## src/rtl/registro_universal_n.sv

```systemverilog
// registro_universal_n: N-bit universal shift register with parallel load,
// left/right shift with per-direction serial inputs, hold, and a saturating
// shift counter that flags a fully serialised word.
// Optional build macro ROTACION_EN: modo 11 rotates (direction from s_in_der)
// instead of holding.
module registro_universal_n #(
  parameter  int unsigned N  = 4,
  localparam int unsigned CW = $clog2(N + 1)
) (
  input  logic          clk,
  input  logic          reset,
  input  logic          enb,
  input  logic [1:0]    modo,
  input  logic [N-1:0]  usual,
  input  logic          s_in_izq,
  input  logic          s_in_der,
  output logic [N-1:0]  q,
  output logic          s_out_izq,
  output logic          s_out_der,
  output logic [CW-1:0] cuenta,
  output logic          listo
);

  localparam logic [1:0] MODO_CARGA = 2'b00;
  localparam logic [1:0] MODO_IZQ   = 2'b01;
  localparam logic [1:0] MODO_DER   = 2'b10;
  localparam logic [1:0] MODO_ESP   = 2'b11;

  localparam logic [CW-1:0] CUENTA_MAX = CW'(N);

  logic [N-1:0]  q_sig;
  logic [CW-1:0] cuenta_sig;
  logic [CW-1:0] cuenta_inc;
  logic          desplaza;

  // Counter increment that saturates at N rather than wrapping.
  assign cuenta_inc = (cuenta == CUENTA_MAX) ? cuenta : cuenta + CW'(1);

  // Next-state selection for the data register and shift counter.
  always_comb begin
    q_sig      = q;
    cuenta_sig = cuenta;
    desplaza   = 1'b0;
    if (enb) begin
      unique case (modo)
        MODO_CARGA: begin
          q_sig      = usual;
          cuenta_sig = '0;
        end
        MODO_IZQ: begin
          q_sig    = {q[N-2:0], s_in_der};
          desplaza = 1'b1;
        end
        MODO_DER: begin
          q_sig    = {s_in_izq, q[N-1:1]};
          desplaza = 1'b1;
        end
        MODO_ESP: begin
`ifdef ROTACION_EN
          if (s_in_der) begin
            q_sig = {q[N-2:0], q[N-1]};
          end else begin
            q_sig = {q[0], q[N-1:1]};
          end
          desplaza = 1'b1;
`else
          q_sig = q;
`endif
        end
        default: q_sig = q;
      endcase
      if (desplaza) begin
        cuenta_sig = cuenta_inc;
      end
    end
  end

  // State registers with synchronous reset taking priority over everything.
  always_ff @(posedge clk) begin
    if (reset) begin
      q      <= '0;
      cuenta <= '0;
    end else begin
      q      <= q_sig;
      cuenta <= cuenta_sig;
    end
  end

  // Serial taps and word-complete flag are decoded straight from state.
  assign s_out_izq = q[N-1];
  assign s_out_der = q[0];
  assign listo     = (cuenta == CUENTA_MAX);

endmodule

```

## config.mk

```make
export PLATFORM = sky130hd
export DESIGN_NAME = registro_universal_n
export DESIGN_NICKNAME = d
export VERILOG_FILES = /design/src/rtl/registro_universal_n.sv
export SDC_FILE = /design/constraint.sdc
export NUM_CORES = 1
export LEC_CHECK = 0
export ABC_CLOCK_PERIOD_IN_PS = 1570
export CAP_MARGIN = 20
export CORE_AREA = 2 2 39 41
export CTS_CLUSTER_DIAMETER = 60
export DETAILED_ROUTE_END_ITERATION = 7
export DIE_AREA = 0 0 41 43
export PLACE_DENSITY_LB_ADDON = 0.2
export SLEW_MARGIN = 20
export SYNTH_ARGS = -nofsm -noshare
export SYNTH_HDL_FRONTEND = slang
export SYNTH_SLANG_ARGS = --single-unit
```

## constraint.sdc

```tcl
create_clock -name clk -period 1.57 [get_ports clk]
set_input_delay 0.2355 -clock clk [delete_from_list [all_inputs] [get_ports clk]]
set_output_delay 0.2355 -clock clk [all_outputs]
set_load 0.005 [all_outputs]
```

==> flow_summary.json, run 1 <==
{
  "use_met1": 0.200,
  "rsz0062_at_grt": "false",
  "post_cts_buffers": 0,
  "dieArea_um2": 1760,
  "ys_ff_latch": 7,
  "pin_count": 21,
  "dr.pass1.iters": 2,
  "port_buffers": 20,
  "cts_buffers": 3,
  "cts_root_buf": "clkbuf_4",
  "fin_nets": 104,
  "syn_area_per_cell_um2": 8.42,
  "cts_max_path_buffers": 2,
  "power_leakage_uw": 0.000326,
  "fin_setup_tns_ns": 0,
  "hp-start": "q[0]",
  "worstHoldPathType": "reg -> reg",
  "synth_top_area_share": 0.297,
  "initial_core_util": 0.341,
  "crit_type": "in -> reg",
  "clk_pin_slew_ns": 0.06,
  "maxCapViolations": 0,
  "via_count": 487,
  "met3_usage": 0.0314,
  "slew_violations": 0,
  "cp-end-kind": "flop",
  "yosysWarnings": 0,
  "num_antenna_cells": 0,
  "ir_worst_vdd_v": 0.000379,
  "route.detailed.drc": 0,
  "critPathArrivalTime_ns": 1.60,
  "clkLatencyLatePin_ns": 0.25,
  "holdBufCountCts": 0,
  "hpwl_um": 865,
  "cts_tree": "yes",
  "p_per_area_nw_per_um2": 668,
  "drive_gt1_frac": 0.209,
  "drt_iter0_drc": 3,
  "r2r_cells": 5,
  "wl_per_cell_um": 10.8,
  "finalWirelength_um": 1100,
  "ys_seq_area_frac": 0.297,
  "start_kind": "input pin",
  "fmax_mhz": 679,
  "holdPathEnd": "q[0]",
  "status": "complete, no violations",
  "gr-total-overflow": 0,
  "synthCells": 56,
  "grt_pass1_vias": 431,
  "grt_pass1_wl_um": 1750,
  "cp.required_ns": 1.70,
  "yosys.area.top_type": "dfxtp_1",
  "cts_sinks": 7,
  "finalCriticalPeriod_ns": 1.47,
  "synth.distinct_cells": 20,
  "num-fill-cells": 141,
  "detail-route-antenna-nets": 0,
  "final_cells": 102,
  "setup_viol": 0,
  "die-width_um": 41,
  "hold_depth": 2,
  "htree_levels": 1,
  "critPathMaxFanout": 4,
  "place_ws_ns": -0.209,
  "r2r_end": "cuenta[2]",
  "dp.cells": 98,
  "setup_slack_ns": 0.0964,
  "cpPeakStageDelay_ns": 0.47,
  "rrSetupSlack_ns": 0.34,
  "grt_max_degree": 9,
  "row_count": 14,
  "tightest_slew_ns": 0.303,
  "slew_headroom": 0.798,
  "gp_congestion": 0.778,
  "rr_startpoint": "cuenta[1]",
  "slowest_stage": "clkdlybuf4s50_1",
  "finalCritPeriodShare": 0.939,
  "path_cells": "clkdlybuf4s50_1 -> inv_1 -> ha_4 -> o21ai_0 -> buf_4 -> o31ai_1 -> a21oi_1",
  "antenna_found_initial": 0,
  "die_y_um": 43,
  "grt_use_met2": 0.200,
  "avgViaCountPerCell": 4.77,
  "grtUsageTotal": 0.151,
  "fin_skew_ns": 0.00285,
  "synthTopCellsByArea": "dfxtp_1 30%, ha_1 16%, a211o_1 7.4%",
  "final_hold_viol_count": 0,
  "syn_area_um2": 472,
  "coreArea_um2": 1380,
  "grt.busiest_layer": "met1",
  "final_util": 0.561,
  "syn-num-nets": 73,
  "syn_to_final_growth_pct": 64.7
}
layout by cell type (no fill, tap or decap), types with 2 or more instances in the layout:
cell type        synthesis  final
nor3_1                   2      2
o21ai_0                  2      2
a21oi_1                  5      5
clkdlybuf4s50_1          0     19
inv_1                    5      5
a22oi_1                  4      4
a211o_1                  4      4
ha_1                     6      4
dfxtp_1                  7      6
clkbuf_4                 0      3
nand2_1                  5      4
buf_4                    2      9
nor2_1                   4      4
worst max-delay path, delay by kind of cell:
family          cells  cell delay (ns)
buf+inv             3             0.70
compound gates      3             0.37
fa+ha+maj           1             0.29
how the worst max path moves through the flow:
stage | from | end | slack (ns) | cells after the start
2_1_floorplan | cuenta[0] | cuenta[2] | 0.34 | 5
3_3_place_gp | modo[0] | cuenta[2] | -0.19 | 7
3_5_place_dp | modo[0] | cuenta[2] | -0.21 | 7
4_1_cts | modo[0] | cuenta[2] | 0.05 | 7
5_1_grt | modo[0] | q[1] | 0.007 | 6
6_report | modo[1] | cuenta[2] | 0.1 | 7
cell families (layout without fill, tap and decap cells):
kind of cell | after synthesis | after routing | synth area share
AND/OR/NAND/NOR | 16 | 16 | 0.164
adder cells (fa/ha/maj) | 6 | 6 | 0.159
AO/OA/AOI/OAI | 18 | 18 | 0.260
flip-flops | 7 | 7 | 0.297
buffers and inverters | 9 | 39 | 0.119
power breakdown:
part	total (uW)	leakage, uW	internal [uW]	switching, uW
clock	166	0.0000150	97.2	68.7
sequential	198	0.0000577	189	8.98
combinational	155	0.000254	95.9	59.3
total	519	0.000326	382	137
sequential cells by signal (all words and copies together), names as in the netlist:
signal	flops
cuenta	3
q	4
timing repair:
item / in CTS / in global routing
endpoints found under the hold margin: 0 / 0
pin swaps: 1 / 0
endpoints found under the setup margin: 1 / 5
gates resized for setup: 4 / 2
per-stage QoR:
stage,total power [uW],instance area (um^2),hold slack [ns]
2_1_floorplan,268,472,0.298
3_3_place_gp,347,729,0.484
3_5_place_dp,348,729,0.489
4_1_cts,520,761,0.497
5_1_grt,557,777,0.517
6_report,519,777,0.491
cell type report:
type | instances | area [um^2] | area share
Clock buffer | 4 | 26.3 | 0.0338
Inverter | 5 | 18.8 | 0.0242
Multi-Input combinational cell | 40 | 293 | 0.377
Sequential cell | 7 | 141 | 0.182
Tap cell | 16 | 20.0 | 0.0258
Timing Repair Buffer | 30 | 278 | 0.357
routing by layer:
metal / wire (um) / share of wire
met5: 0 / 0
met4: 27 / 0.025
met1: 549 / 0.50
met2: 493 / 0.45
met3: 29 / 0.026
synth_stat cells:
cell,number
a211o_1,4
a21oi_1,5
a21oi_2,1
a22oi_1,4
a31oi_1,1
and3_1,1
buf_4,2
buf_6,2
dfxtp_1,7
ha_1,6
inv_1,5
nand2_1,5
nand2b_1,1
nand4_1,1
nand4b_1,1
nor2_1,4
nor2b_1,1
nor3_1,2
o21ai_0,2
o31ai_1,1
Power figures use the tool's default switching activity.
==> run 2, diff against run 1 <==
Settings changed: ABC_CLOCK_PERIOD_IN_PS 1570 to not set, CAP_MARGIN 20 to not set, CTS_CLUSTER_SIZE set to 20.
==> results of run 2 <==
No change in the layout: final DEF, timing and power equal those of run 1.
